==> src/rtl/apb_gpio.sv <==
// 8-bit APB GPIO output controller: direction mask, output latch with atomic SET/CLR,
// and a status readback of the effective pin levels. Zero-wait-state slave.
module apb_gpio (
  input  logic       PCLK,
  input  logic       PRESETn,
  input  logic [2:0] PADDR,
  input  logic [7:0] PWDATA,
  input  logic       PWRITE,
  input  logic       PSEL,
  input  logic       PENABLE,
  output logic [7:0] PRDATA,
  output logic       pin1,
  output logic       pin2,
  output logic       pin3,
  output logic       pin4,
  output logic       pin5,
  output logic       pin6,
  output logic       pin7,
  output logic       pin8
);

  localparam logic [2:0] AddrDir    = 3'h0;
  localparam logic [2:0] AddrSet    = 3'h1;
  localparam logic [2:0] AddrClr    = 3'h2;
  localparam logic [2:0] AddrOut    = 3'h3;
  localparam logic [2:0] AddrStatus = 3'h4;

  logic [7:0] dir_q, dir_d;
  logic [7:0] out_q, out_d;
  logic [7:0] pins;
  logic       wr;
  logic       rd;

  assign wr = PSEL & PENABLE & PWRITE;
  // Reads are served in both setup and access phases.
  assign rd = PSEL & ~PWRITE;

  always_comb begin
    dir_d = dir_q;
    out_d = out_q;
    if (wr) begin
      case (PADDR)
        AddrDir: dir_d = PWDATA;
        AddrSet: out_d = out_q | PWDATA;
        AddrClr: out_d = out_q & ~PWDATA;
        AddrOut: out_d = PWDATA;
        default: ;
      endcase
    end
  end

  always_ff @(posedge PCLK or negedge PRESETn) begin
    if (!PRESETn) begin
      dir_q <= 8'h00;
      out_q <= 8'h00;
    end else begin
      dir_q <= dir_d;
      out_q <= out_d;
    end
  end

  assign pins = dir_q & out_q;

  always_comb begin
    PRDATA = 8'h00;
    if (rd) begin
      case (PADDR)
        AddrDir:                 PRDATA = dir_q;
        AddrSet, AddrClr, AddrOut: PRDATA = out_q;
        AddrStatus:              PRDATA = pins;
        default:                 PRDATA = 8'h00;
      endcase
    end
  end

  assign pin1 = pins[0];
  assign pin2 = pins[1];
  assign pin3 = pins[2];
  assign pin4 = pins[3];
  assign pin5 = pins[4];
  assign pin6 = pins[5];
  assign pin7 = pins[6];
  assign pin8 = pins[7];

endmodule

==> config.mk <==
export PLATFORM = sky130hd
export DESIGN_NAME = apb_gpio
export DESIGN_NICKNAME = d
export VERILOG_FILES = /design/src/rtl/apb_gpio.sv
export SDC_FILE = /design/constraint.sdc
export NUM_CORES = 1
export LEC_CHECK = 0
export ABC_AREA = 1
export CORE_ASPECT_RATIO = 1.4
export CORE_MARGIN = 1.5
export CORE_UTILIZATION = 40
export CTS_CLUSTER_DIAMETER = 120
export DETAILED_ROUTE_END_ITERATION = 12
export PLACE_DENSITY = 0.79
export SYNTH_ARGS = -nofsm -noshare
export SYNTH_HDL_FRONTEND = slang
export SYNTH_SLANG_ARGS = --single-unit
==> constraint.sdc <==
create_clock -name PCLK -period 1.2 [get_ports PCLK]
set_clock_uncertainty 0.05 [all_clocks]
set_input_delay 0.36 -clock PCLK [delete_from_list [all_inputs] [get_ports PCLK]]
set_output_delay 0.36 -clock PCLK [all_outputs]
set_load 0.01 [all_outputs]
---- Word level (Yosys, flattened, before mapping) ----
Cells that the tools add are included.
operators by class
  multiplexer cells ....................... 3
  bitwise operators ....................... 8
  reduce and logical (&&, ||, !) cells .... 5
  equal/unequal tests ..................... 4
operator list
  kind                                                                    number
  8-bit one-hot mux with 3 select lines                                   2
  8-bit bitwise AND                                                       2
  8-bit 2-to-1 mux                                                        1
  8-bit inverter                                                          1
  8-bit bitwise OR                                                        1
  3-bit by 2-bit equality test with 1-bit output (second input constant)  2
  2-bit AND reduction                                                     2
  1-bit bitwise AND                                                       3
  3-bit by 1-bit equality test with 1-bit output (second input constant)  1
  3-bit equality test (second input constant)                             1
  3-bit logical NOT                                                       1
  3-bit nonzero test                                                      1
  3-bit OR reduction                                                      1
  1-bit inverter                                                          1
storage, ports and cells
  output and inout port bits .............. 16
  input bits .............................. 16
  logic and storage cells ................. 22
  register bits after elaboration ......... 16

---- Logic depth before layout (Yosys ltp) ----
Gate-level depths: netlist (run 1).
  depth after elaboration ................. 4
  mapped depth ............................ 6
  depth with buffers taken out ............ 6

---- Worst setup path after synthesis (run 1) ----
No wires, ideal clock.
  kind .................................... input -> output
  start ................................... input port PADDR[1]
  end ..................................... output port PRDATA[0]
  data arrival time ....................... 0.941 ns
  required time ........................... 0.790 ns
  buffers on the path ..................... 0
  stages .................................. 3
  slack ................................... -0.151 ns
  cells stage by stage .................... nor3_4 o21ai_0 nor2_1
between the ends
  word-level cells in the longest chain between the ends .. 4
  elaborated cells on any way between the ends .. 8
  those cells by class .................... eq/ne (4); mux (2); reduce/logical (2)
RTL lines
  what                                                                                                                     line  RTL
  start, declared                                                                                                          6     input logic [2:0] PADDR,
  3-bit by 1-bit equality test with 1-bit output / 3-bit by 2-bit equality test with 1-bit output (equally long branches)  67    case (PADDR)
  3-bit OR reduction                                                                                                       67
  8-bit one-hot mux with 3 select lines *                                                                                  67
  8-bit 2-to-1 mux *                                                                                                       66    if (rd) begin
  end, declared                                                                                                            11    output logic [7:0] PRDATA,
Mark *: on every way between the ends. The rest lies on a longest branch, timed or not.

---- Worst setup path in the final report (run 1) ----
  start ................................... input port PADDR[2]
  end ..................................... output port PRDATA[3]
Same word-level chain as after synthesis.

==> results.json, run 1 <==
{
  "status": "finished with violations",
  "violations": "design-rule violations, negative setup slack",
  "yosys_warnings": 0,
  "synthTopCellsByArea": "dfrtp_1 41%, nand2_1 19%, o21ai_2 7.3%, inv_1 7.0%, nand3_1 5.2%",
  "hpwl_mm": 1.88,
  "via_per_inst": 5.30,
  "drive_above_1_share_pct": 47.6,
  "placed_cells": 204,
  "powerDensity_nw_per_um2": 1030,
  "antenna_found_initial": 0,
  "worst_pin_slew_ns": 0.178,
  "path_clk_slew_ns": 0.09,
  "required_ns": 0.79,
  "rows": 20,
  "p_sw_uw": 583,
  "slew_violations": 0,
  "drt_first_pass_iters": 8,
  "syn_area_per_cell_um2": 7.21,
  "rr_endpoint": "dir_q[2]",
  "ys.flop_type": "dfrtp_1",
  "drv_cap": 0,
  "multi_input_area_um2": 558,
  "worst_hold_path_type": "input pin to async pin",
  "synth_nets": 150,
  "die_w_um": 44.5,
  "intPower_uw": 1170,
  "reg2regPathDepth": 3,
  "endpoint": "PRDATA[3]",
  "synth_mux_area_share_pct": 0,
  "cp.arrival_ns": 1.17,
  "antenna_cells": 0,
  "wirelength_mm": 3.39,
  "cp-end-kind": "primary output",
  "hold_violations": 0,
  "htreeDepth": 1,
  "crit_fanout": 7,
  "io_pins": 32,
  "nNetsFinal": 226,
  "drc": 1,
  "port_buffers": 31,
  "power_uw": 1750,
  "wl_per_cell_um": 14.7,
  "grt_pass1_wl_mm": 4.96,
  "nFillCells": 156,
  "synth-simple-area-share_pct": 33.3,
  "synthesis.area_um2": 966,
  "layoutNonFillerInstCount": 230,
  "yosysUniqueCellTypes": 13,
  "p_leak_uw": 0.000973,
  "drt_iter0_drc": 52,
  "syn-instance-count": 134,
  "overflow": 0,
  "fin_crit_ns": 1.58,
  "synth_edf_count": 0,
  "ys_async_sr_fraction_pct": 100,
  "setup_tns_ns": -4.03,
  "dieArea_um2": 2720,
  "ys_ff_latch": 16,
  "combPwrFrac_pct": 42.5,
  "yosysTopAreaCell": "dfrtp_1",
  "grt_util_all_layers_pct": 25.2,
  "place_congestion": 0.800,
  "fin_crit_sh_pct": 132,
  "core_um2": 2230,
  "vdd_drop_max_mv": 0.789,
  "numCtsBuffers": 3,
  "seq_area_um2": 400,
  "ys_top_cells_by_count": "49 x nand2_1, 18 x inv_1, 16 x dfrtp_1",
  "power.share.clock_pct": 16.4,
  "clock.fmax_ghz": 0.632,
  "reg2reg_from": "dir_q[2]",
  "die_height_um": 61.1,
  "synth_xor_area_share_pct": 0,
  "relSlewSlack_pct": 88.1,
  "clk_path_buf_depth": 2,
  "reg2reg_slack_ns": 0.37,
  "num_vias": 1220,
  "grt_pass1_vias": 1112,
  "clk_latency_ns": 0.29,
  "setup_viol": 16,
  "grt_max_degree": 17,
  "start_util_pct": 43.4,
  "p_seq_share_pct": 41.0,
  "crit_path_start_kind": "input pin",
  "final_util_pct": 76.3,
  "cts_tree": "yes",
  "preCtsSetupSlack_ns": -1.23,
  "synth_seq_area_share_pct": 41.5,
  "setup_slack_ns": -0.383,
  "antenna_left": 0,
  "synth_compound_area_share_pct": 15.5,
  "rsz0062_at_grt": "true",
  "cp-startpoint": "PADDR[2]",
  "synth_top_family_by_area": "simple AND/OR/NAND/NOR gates",
  "cts-root-buf": "clkbuf_4",
  "syn2layout_area_growth_pct": 75.9,
  "p_sw_share_pct": 33.3,
  "synth-adder-area-share_pct": 0,
  "clock-sinks": 16,
  "path_class": "input pin to primary output",
  "yosysMostFrequentCell": "nand2_1",
  "synth_top_area_share_pct": 41.5
}
critical path, cell delays in order:
cell,delay [ns]
buf_8,0.10
buf_6,0.11
nor2_4,0.14
buf_12,0.15
a21oi_2,0.04
nor2_1,0.12
buf_2,0.14
per-stage QoR:
step	hold WS (ns)	cell area, um^2
after detailed placement	0.429	1460
after global routing	0.343	1700
after global placement	0.421	1460
after floorplan	0.0144	966
after CTS	0.361	1590
final	0.358	1700
sequential cells by signal (all words and copies together) (netlist names):
register / flops
dir_q: 8
out_q: 8
timing repair:
| action | CTS | global route |
|---|---|---|
| setup buffers | 17 | 5 |
| pin swaps | 15 | 14 |
| setup endpoints to repair | 32 | 29 |
| hold buffers | 0 | 0 |
| resized for setup | 97 | 36 |
| cloned | 2 | 1 |
| endpoints found under the hold margin | 0 | 0 |
placed cells by master, fill, tap and decap left out, types with 3 or more instances in the layout:
cell type and count:
nand3_1 8, a21oi_2 4, clkbuf_4 3, buf_4 30
inv_1 17, buf_6 11, a21oi_1 3, dfrtp_1 16
buf_2 15, nor2_2 3, nor2_1 7, o21ai_2 15
clkdlybuf4s50_1 9, nand2_1 47
worst min-delay path by stage:
stage	slack [ns]	endpoint
2_1_floorplan	0.01	dir_q[0]
3_3_place_gp	0.42	out_q[7]
3_5_place_dp	0.43	out_q[6]
4_1_cts	0.36	dir_q[4]
5_1_grt	0.34	out_q[4]
6_report	0.36	dir_q[3]
routing by layer:
metal | up-vias | part of all wire, % | track usage [%]
li1 | 571 | - | -
met1 | 585 | 35 | 29.1
met2 | 56 | 55 | 45.5
met3 | 8 | 6.9 | 2.64
met4 | 0 | 2.6 | 12.6
met5 | - | 0 | 0
cells by family (layout without fill, tap and decap cells):
logic type	after synthesis	after routing
compound gates	24	24
buf+inv	21	94
flops	16	16
simple gates	73	74
power groups by stage:
| stage | Clock [uW] | Combinational (uW) | Sequential [uW] |
|---|---|---|---|
| floorplan | 0 | 230 | 720 |
| global placement | 0 | 458 | 736 |
| detailed placement | 0 | 477 | 742 |
| CTS | 292 | 626 | 709 |
| global route | 323 | 806 | 729 |
| finish | 288 | 745 | 719 |
final cells by class:
cell class / count / share of cell area, %
Sequential cell: 16 / 23.6
Clock buffer: 3 / 1.33
Timing Repair Buffer: 72 / 36.3
Inverter: 19 / 4.34
Multi-Input combinational cell: 98 / 32.8
Tap cell: 22 / 1.62
Power figures use the tool's default switching activity.
==> inputs of run 2 (changes only) <==
Settings changed: CAP_MARGIN from default to 20, SLEW_MARGIN from default to 10.
==> results of run 2 <==
No change in the layout: final DEF, timing and power equal those of run 1.
==> inputs of run 3 (changes only) <==
Settings changed: ABC_AREA 1 to default, CORE_UTILIZATION 40 to 41, PLACE_DENSITY 0.79 to 0.8.
==> run 3 against run 2 <==
Compared with the run above:
- fmax shrank 6.1%
- power shrank 7.0%
- first-iteration DRC count shrank 12%
- global-route usage shrank 1.8 points
- final area grew 0.81%
- largest power group unchanged
- the run ends with negative setup slack left
==> results.json, run 3 <==
{
  "status": "finished with violations",
  "violations": "negative setup slack",
  "path_class": "flip-flop to primary output",
  "path_clk_slew_ns": 0.10,
  "cp.arrival_ns": 1.28,
  "ctsHoldBuffers": 0,
  "cts_tree": "yes",
  "port_buffers": 31,
  "clk_path_buf_depth": 2,
  "ys_ff_latch": 16,
  "crit_path_start_kind": "flip-flop",
  "yosysUniqueCellTypes": 23,
  "setup_slack_ns": -0.486,
  "ys.flop_type": "dfrtp_1",
  "preCtsSetupSlack_ns": -1.23,
  "vdd_drop_max_mv": 0.537,
  "yosysTopAreaCell": "dfrtp_1",
  "yosysMostFrequentCell": "dfrtp_1",
  "place_congestion": 0.842,
  "synth_edf_count": 0,
  "layoutNonFillerInstCount": 176,
  "grt_util_all_layers_pct": 23.4,
  "dieArea_um2": 2780,
  "largestRegisters": "dir_q x8, out_q x8",
  "grt_pass1_vias": 1044,
  "via_per_inst": 5.85,
  "syn_area_per_cell_um2": 10.5,
  "syn-instance-count": 96,
  "nNetsFinal": 171,
  "clock-sinks": 16,
  "syn2layout_area_growth_pct": 69.2,
  "rsz0062_at_grt": "true",
  "drt_first_pass_iters": 4,
  "synthTopCellsByArea": "dfrtp_1 40%, mux2_4 12%, a221o_1 6.9%, a32oi_1 5.2%, and2_1 4.9%",
  "drc": 0,
  "grt_pass1_wl_mm": 4.84,
  "die_w_um": 45.0,
  "synthesis.area_um2": 1010,
  "placed_cells": 164,
  "setup_viol": 30,
  "core_um2": 2360,
  "clock.fmax_ghz": 0.593,
  "num_vias": 1029,
  "final_common_cell": "buf_6",
  "ys_top_cells_by_count": "16 x dfrtp_1, 8 x and2_1, 8 x mux2_4, 8 x nor2b_1",
  "rows": 21,
  "antenna_cells": 0,
  "grt_max_degree": 17,
  "hold_violations": 0,
  "io_pins": 32,
  "fin_crit_sh_pct": 141,
  "crit_fanout": 2,
  "numCtsBuffers": 3,
  "yosys_warnings": 0,
  "wirelength_mm": 3.29,
  "ys_async_sr_fraction_pct": 100,
  "drv_cap": 0,
  "powerDensity_nw_per_um2": 951,
  "antenna_found_initial": 0,
  "hpwl_mm": 1.99,
  "htreeDepth": 1,
  "synth_nets": 112,
  "final_cell_mix": "26 x buf_6, 16 x dfrtp_1, 13 x buf_2",
  "relSlewSlack_pct": 86.9,
  "cts-root-buf": "clkbuf_4",
  "cp-end-kind": "primary output",
  "slew_violations": 0,
  "antenna_left": 0,
  "fin_crit_ns": 1.69,
  "nFillCells": 166,
  "synth_seq_area_share_pct": 39.6,
  "overflow": 0,
  "clk_latency_ns": 0.28,
  "start_util_pct": 42.8,
  "worst_pin_slew_ns": 0.195,
  "worst_hold_path_type": "input pin to async pin",
  "drive_above_1_share_pct": 56.2,
  "drt_iter0_drc": 46,
  "synth_top_area_share_pct": 39.6,
  "required_ns": 0.79,
  "wl_per_cell_um": 18.7,
  "p_leak_uw": 0.000800,
  "die_height_um": 61.8
}
==> run 3: cell count changes after synthesis, moves of 8 or more <==
cell     before  now
inv_1        18    0
nand2_1      49    3
mux2_4        0    8
nor2b_1       0    8
a21oi_1       8    0
o21ai_2       8    0
o21ai_0       8    0
nand3_1      10    0
and2_1        0    8
==> run 3: path summary, 6_finish.rpt <==
| kind | start | endpoint | slack (ns) | cells past startpoint |
|---|---|---|---|---|
| max in group asynchronous | PRESETn | dir_q[0] | 0.63 | 2 |
| max | out_q[3] | PRDATA[3] | -0.49 | 4 |
| max reg2reg | out_q[6] | out_q[6] | -0.16 | 5 |
| min reg2reg | dir_q[0] | dir_q[0] | 0.51 | 1 |
| min in group PCLK | dir_q[0] | dir_q[0] | 0.51 | 1 |
| min | PRESETn | dir_q[3] | 0.35 | 2 |
==> run 3: cells by family (layout without fill, tap and decap cells) <==
group / Yosys count / count (layout) / synth area share (%)
compound gates: 18 / 18 / 16.1
flops: 16 / 16 / 39.6
simple gates: 48 / 49 / 28.6
mux: 8 / 8 / 11.9
buf+inv: 6 / 62 / 3.95
==> run 3: worst max-delay path, cell delays in order (launching register included) <==
cell	delay (ns)
dfrtp_1	0.41
nand2b_1	0.16
a32oi_1	0.22
nor2_1	0.07
buf_2	0.14
==> run 3: per-layer routing <==
metal / wire [um] / vias to the layer above / track usage [%] / part of all wire (%)
met1: 1190 / 511 / 27.9 / 36
li1: - / 472 / - / -
met3: 182 / 2 / 2.02 / 5.5
met5: 0 / - / 0 / 0
met2: 1920 / 44 / 43.1 / 58
met4: 10 / 0 / 8.40 / 0.30
==> run 3: stage by stage <==
step | hold WS, ns | TNS [ns] | power, uW | area (um^2) | utilization [%]
floorplan | 0.0144 | -4.16 | 914 | 1060 | -
global placement | 0.464 | -23.90 | 1200 | 1500 | 63.3
detailed placement | 0.480 | -24.62 | 1220 | 1500 | 63.3
CTS | 0.351 | -5.81 | 1570 | 1620 | 68.6
global route | 0.353 | -7.30 | 1700 | 1710 | 72.4
finish | 0.349 | -6.43 | 1630 | 1710 | 72.4
==> run 3: power by group <==
part / internal (uW) / switching, uW / leakage, uW
Combinational: 430 / 245 / 0.000611
Clock: 116 / 176 / 0.0000138
Sequential: 605 / 57.0 / 0.000175
==> run 3: repair_timing <==
item / in CTS / in global routing
cloned: 1 / 0
setup endpoints to repair: 32 / 30
buffers inserted: 7 / 2
gates resized for setup: 126 / 16
pin swaps: 20 / 9
==> run 3: cell type report <==
cell class	count	area, um^2	share of cell area [%]
multi-input cells	75	711	41.5
repair buffers	59	551	32.1
flip-flops and latches	16	400	23.4
well taps	23	28.8	1.68
clock buffers	3	22.5	1.31
==> edit 1, RTL diff (settings of run 1) <==
Register the input `PADDR` before use. The logic sees it one clock later. The other inputs are not delayed to match.
--- a/src/rtl/apb_gpio.sv
+++ b/src/rtl/apb_gpio.sv
@@ -25,6 +25,12 @@
   localparam logic [2:0] AddrOut    = 3'h3;
   localparam logic [2:0] AddrStatus = 3'h4;
 
+  logic [2:0] PADDR_q;
+
+  always_ff @(posedge PCLK) begin
+    PADDR_q <= PADDR;
+  end
+
   logic [7:0] dir_q, dir_d;
   logic [7:0] out_q, out_d;
   logic [7:0] pins;
@@ -39,7 +45,7 @@
     dir_d = dir_q;
     out_d = out_q;
     if (wr) begin
-      case (PADDR)
+      case (PADDR_q)
         AddrDir: dir_d = PWDATA;
         AddrSet: out_d = out_q | PWDATA;
         AddrClr: out_d = out_q & ~PWDATA;
@@ -64,7 +70,7 @@
   always_comb begin
     PRDATA = 8'h00;
     if (rd) begin
-      case (PADDR)
+      case (PADDR_q)
         AddrDir:                 PRDATA = dir_q;
         AddrSet, AddrClr, AddrOut: PRDATA = out_q;
         AddrStatus:              PRDATA = pins;
Check against the original RTL: not equivalent (Yosys sat finds a counterexample within 4 cycles, from zero or initial values and one cycle with PRESETn low).
==> edit 1 against run 1 <==
- the flow finishes with violations (setup timing)
- die area up 7.7%
- area after synthesis up 8.2%
- via count up 1.1%
- global-route usage up 1.7 points
- sequential power up 16%
- register-to-register slack worse by 0.45 ns
- combinational power down 3.6%
- total power up 9.0%
- worst setup slack worse by 0.20 ns
- routed wire length down 2.2%
- sequential cell count up 3
- cell area up 4.8%
- largest cell class unchanged
- highest routed layer unchanged
==> edit 1: results (changes against run 1) <==
Placement
  – Detail Placement HPWL: 2090 µm (+11%)
  – Pre-CTS setup slack: -1.08 ns (+0.151 ns)
  – GP Congestion: 0.821 (+2.6%)

Setup path
  – CP peak stage delay: 0.37 ns (+0.22 ns)
  – Slowest stage cell, crit path: dfxtp_2
  – Worst Path Max Fanout: 5 (-2)
  – Crit path DAT: 1.38 ns (+0.21 ns)
  – Reg2reg path depth: 8 (+5)

Cells and area
  – Post-layout nets: 231 (+2.2%)
  – Largest registers: dir_q x8, out_q x8, PADDR_q x3
  – Share of layout cells above drive strength 1: 45.3% (-2.3 points)

Clock network
  – Clock transition at path regs: 0.12 ns (+0.03 ns)
  – Worst skew pair latency: 0.31 ns (+0.02 ns)

Logic synthesis
  – Synth top cells by count: nand2_1 (50), inv_1 (19), dfrtp_1 (16)
  – Synth Net Count: 154 (+2.7%)
  – Largest cells by area after synthesis: dfrtp_1 (38%), nand2_1 (18%), inv_1 (6.8%)
  – Post-synthesis sequential area ratio: 44.1% (+2.6 points)
  – Yosys cell types: 14 (+1)
  – Mapped Cells: 138 (+3.0%)
  – FFs w/ async S/R, synth: 84.2% (-16 points)

Drt
  – Detailed-route via count: 1,233 (+1.1%)
  – Post-Route WL: 3320 µm (-2.2%)
  – Initial DRT Pass Iterations: 4 (-4)

Power and ir drop
  – VDD IR max: 0.793 mV (+0.44%)
  – P_leak: 0.986 nW (+1.4%)

Global routing
  – Gr usage total: 27.0% (+1.7 points)
  – Vias in the first global route: 1,320 (+19%)

Timing
  – Final setup viols: 26 (+10)
  – Worst-Margin Slew: 0.239 ns (+0.0608 ns)
  – Final setup margin: -0.585 ns (-0.202 ns)

Run status
  – Failing checks: setup timing
  – Outcome: finished with violations
[edit 1: cell types whose count changed after synthesis, sizes merged]
cell,change
nor3,+1
clkinv,-1
nand3,-1
nand2,+1
dfxtp,+3
inv,+1
[edit 1: power groups by stage]
stage	sequential [mW]	combinational [mW]	clock, mW
3_5_place_dp	0.858	0.502	0
5_1_grt	0.848	0.781	0.388
2_1_floorplan	0.836	0.237	0
3_3_place_gp	0.849	0.478	0
6_report	0.836	0.718	0.356
4_1_cts	0.826	0.684	0.347
[edit 1: cell families (layout without fill, tap and decap cells)]
group / Yosys count / after routing / synth area share, %
flip-flops: 19 / 19 / 44.1
AND/OR/NAND/NOR: 74 / 74 / 32.9
buffers and inverters: 21 / 97 / 8.62
AO/OA/AOI/OAI: 24 / 24 / 14.4
[edit 1: timing repair]
action                                  4_1_cts  5_1_grt
hold buffers                                  0        0
cloned                                        1        0
endpoints found under the hold margin         0        0
endpoints found under the setup margin       32       32
buffers inserted                             17        1
pin swaps                                    12        5
resized for setup                            98       11
[edit 1: final timing paths]
check,startpoint,end,slack (ns)
min in group PCLK,PADDR[2],PADDR_q[2],0.42
hold / removal,PRESETn,dir_q[3],0.31
setup / recovery,PADDR_q[1],PRDATA[7],-0.59
max in group asynchronous,PRESETn,out_q[5],0.66
setup reg to reg,PADDR_q[1],out_q[6],-0.08
hold reg to reg,dir_q[6],dir_q[6],0.48
[edit 1: layout make-up]
class | count | area [µm²]
Fill cell | 174 | 663
Inverter | 19 | 71.3
Sequential cell | 19 | 467
Timing Repair Buffer | 74 | 622
Tap cell | 34 | 42.5
Multi-Input combinational cell | 98 | 552
Clock buffer | 4 | 26.3
[edit 1: critical path, delay by kind of cell (launching register included)]
family / cells / cell delay [ns]
DFF: 1 / 0.37
buffers and inverters: 2 / 0.34
AOI/OAI and AO/OA: 1 / 0.06
and+or+nand+nor: 2 / 0.30
[edit 1: routing by layer]
| metal | wire [µm] | GRT usage, % | vias to the layer above | share of wire (%) |
|---|---|---|---|---|
| met1 | 1260 | 30.5 | 589 | 38 |
| li1 | - | - | 591 | - |
| met2 | 1820 | 44.4 | 42 | 55 |
| met4 | 110 | 16.1 | 0 | 3.3 |
| met5 | 0 | 0 | - | 0 |
| met3 | 126 | 4.87 | 11 | 3.8 |
[edit 1: per-stage QoR]
stage / util, % / setup TNS, ns / instance area [µm²]
2_1_floorplan: - / -1.21 / 1050
3_3_place_gp: 65.3 / -17.87 / 1600
3_5_place_dp: 65.3 / -18.69 / 1600
4_1_cts: 71.6 / -6.23 / 1750
5_1_grt: 72.9 / -8.12 / 1780
6_report: 72.9 / -6.35 / 1780
==> edit 2, RTL diff (config.mk and constraints of run 1) <==
Made on the original files. Make the reset (`PRESETn`) synchronous in one clocked block.
--- a/src/rtl/apb_gpio.sv
+++ b/src/rtl/apb_gpio.sv
@@ -49,7 +49,7 @@
     end
   end
 
-  always_ff @(posedge PCLK or negedge PRESETn) begin
+  always_ff @(posedge PCLK) begin
     if (!PRESETn) begin
       dir_q <= 8'h00;
       out_q <= 8'h00;
Formal check against the unedited RTL: differs if PRESETn is asserted again (counterexample within 4 cycles, from zero or initial values and one cycle with PRESETn low); with PRESETn held inactive, the same outputs for 4 cycles.
==> edit 2 against run 1 <==
- the flow finishes with violations (setup timing)
- sequential cell count did not move
- routed wire length rose by 36%
- critical path depth did not move
- die area fell by 5.5%
- worst setup slack got worse by 0.022 ns
- area after synthesis fell by 5.8%
- cell area rose by 8.5%
Power is not compared: it rests on default switching activity, and its combinational part moved more than twofold at a synthesized area within 25%.
==> edit 2: results (changes against run 1) <==
Cells and area
  – Post-layout nets: 227 (+0.44%)
  – FILL cells: 113 (-28%)
  – Share of layout cells above drive strength 1: 60.5% (+13 points)
  – Largest registers: dir_q x8, out_q x8

Global routing
  – Vias in the first global route: 1,328 (+19%)
  – Gr usage total: 32.1% (+6.8 points)
  – Global-route wire length before repair: 6060 µm (+22%)
  – Antenna violations before repair: 0 (unchanged)
  – Pin count of the biggest net entering global routing: 10 (-7)

Setup path
  – Reg2Reg Setup Slack: 0.23 ns (-0.14 ns)
  – Crit path DAT: 1.20 ns (+0.03 ns)
  – Worst Path Max Fanout: 6 (-1)
  – Slowest stage cell, crit path: nor2_4

Timing
  – Hold slack: 0.462 ns (+0.104 ns)
  – Worst slew margin: 76.0% (-12 points)
  – Final setup margin: -0.406 ns (-0.0222 ns)
  – Final setup viols: 18 (+2)

Placement
  – Pre-CTS setup slack: -1.34 ns (-0.101 ns)
  – Detail Placement HPWL: 2030 µm (+7.7%)
  – GP Congestion: 0.933 (+17%)
  – IO Port Bufs: 31 (unchanged)
  – Area after DPL: 1430 µm² (-2.3%)

Run status
  – Failing checks: setup timing
  – Outcome: finished with violations

Clock network
  – CTS root buf: clkbuf_4
  – Num CTS Buffers: 3 (unchanged)
  – Hold buffer count at CTS: 0 (unchanged)
  – Max clock buf depth: 2 (unchanged)

Worst hold path
  – Worst min path class: flip-flop to flip-flop

Power and ir drop
  – P_leak: 0.921 nW
  – Switch share: 31.4%
  – VDD IR max: 0.712 mV

Drt
  – Via density: 5.84 (+10%)
  – Post-Route WL: 4620 µm (+36%)
  – DRT iter0 DRCs: 77 (+48%)
  – Initial DRT Pass Iterations: 4 (-4)

Logic synthesis
  – Post-synthesis sequential area ratio: 35.2% (-6.2 points)
  – Largest cells by area after synthesis: dfxtp_1 (35%), nand2_1 (14%), a21oi_1 (12%)
  – Synth Net Count: 152 (+1.3%)
  – FFs w/ async S/R, synth: 0% (-100 points)
  – Synth top cells by count: nand2_1 (34), a21oi_1 (22), inv_1 (20)
  – Yosys cell types: 17 (+4)
  – Ys flop type: dfxtp_1
## edit 2: cell count changes after synthesis, sizes merged
cell | run 1 | this run
a21oi | 8 | 24
dfrtp | 16 | 0
dfxtp | 0 | 16
nand2 | 50 | 35
o21ai | 16 | 8
nor3 | 1 | 8
inv | 18 | 21
clkinv | 1 | 0
## edit 2: routing by layer
layer	up-vias	track usage [%]	wire [µm]	part of all wire, %
met5	-	0	0	0
met4	0	19.5	283	6.1
met3	32	3.35	310	6.7
met2	94	57.6	2440	53
met1	638	35.4	1590	34
li1	592	-	-	-
## edit 2: logic make-up after synthesis
kind of cell,after synthesis,synth area share (%)
buffers and inverters,23,11.4
AO/OA/AOI/OAI,32,19.3
AND/OR/NAND/NOR,65,34.1
flip-flops,16,35.2
## edit 2: worst paths after layout
| kind | startpoint | to | depth (start not counted) |
|---|---|---|---|
| max reg2reg | dir_q[5] | dir_q[5] | 4 |
| max | PADDR[1] | PRDATA[7] | 7 |
| min | out_q[3] | out_q[3] | 2 |
| min reg2reg | out_q[3] | out_q[3] | 2 |
## edit 2: final cells by class
cell class / count / share of cell area, %
clock buffers: 4 / 1.97
flip-flops and latches: 16 / 18.7
multi-input cells: 99 / 39.9
well taps: 22 / 1.49
repair buffers: 70 / 33.1
inverters: 21 / 4.89
## edit 2: through the flow
stage	setup TNS, ns	utilization [%]	cells
final	-4.71	85.6	232
after global placement	-22.30	66.3	209
after floorplan	-1.97	-	136
after global routing	-5.27	85.6	232
after CTS	-4.13	77.7	230
after detailed placement	-23.25	66.3	209
## edit 2: worst max-delay path, delay by kind of cell
kind | cells | cell delay, ns
AOI/OAI and AO/OA | 1 | 0.15
buffers and inverters | 3 | 0.40
and+or+nand+nor | 3 | 0.28
## edit 2: power groups by stage
stage          logic [mW]  registers [mW]  clock network (mW)
4_1_cts             0.282           0.545               0.382
5_1_grt             0.365           0.539               0.407
2_1_floorplan      0.0937           0.554                   0
3_5_place_dp        0.218           0.555                   0
3_3_place_gp        0.214           0.554                   0
6_report            0.351           0.539               0.389
## edit 2: what timing repair did
| item | 4_1_cts | 5_1_grt |
|---|---|---|
| resized for setup | 141 | 42 |
| buffers inserted | 16 | 3 |
| endpoints found under the setup margin | 32 | 27 |
| pin swaps | 14 | 19 |
| cloned | 2 | 0 |
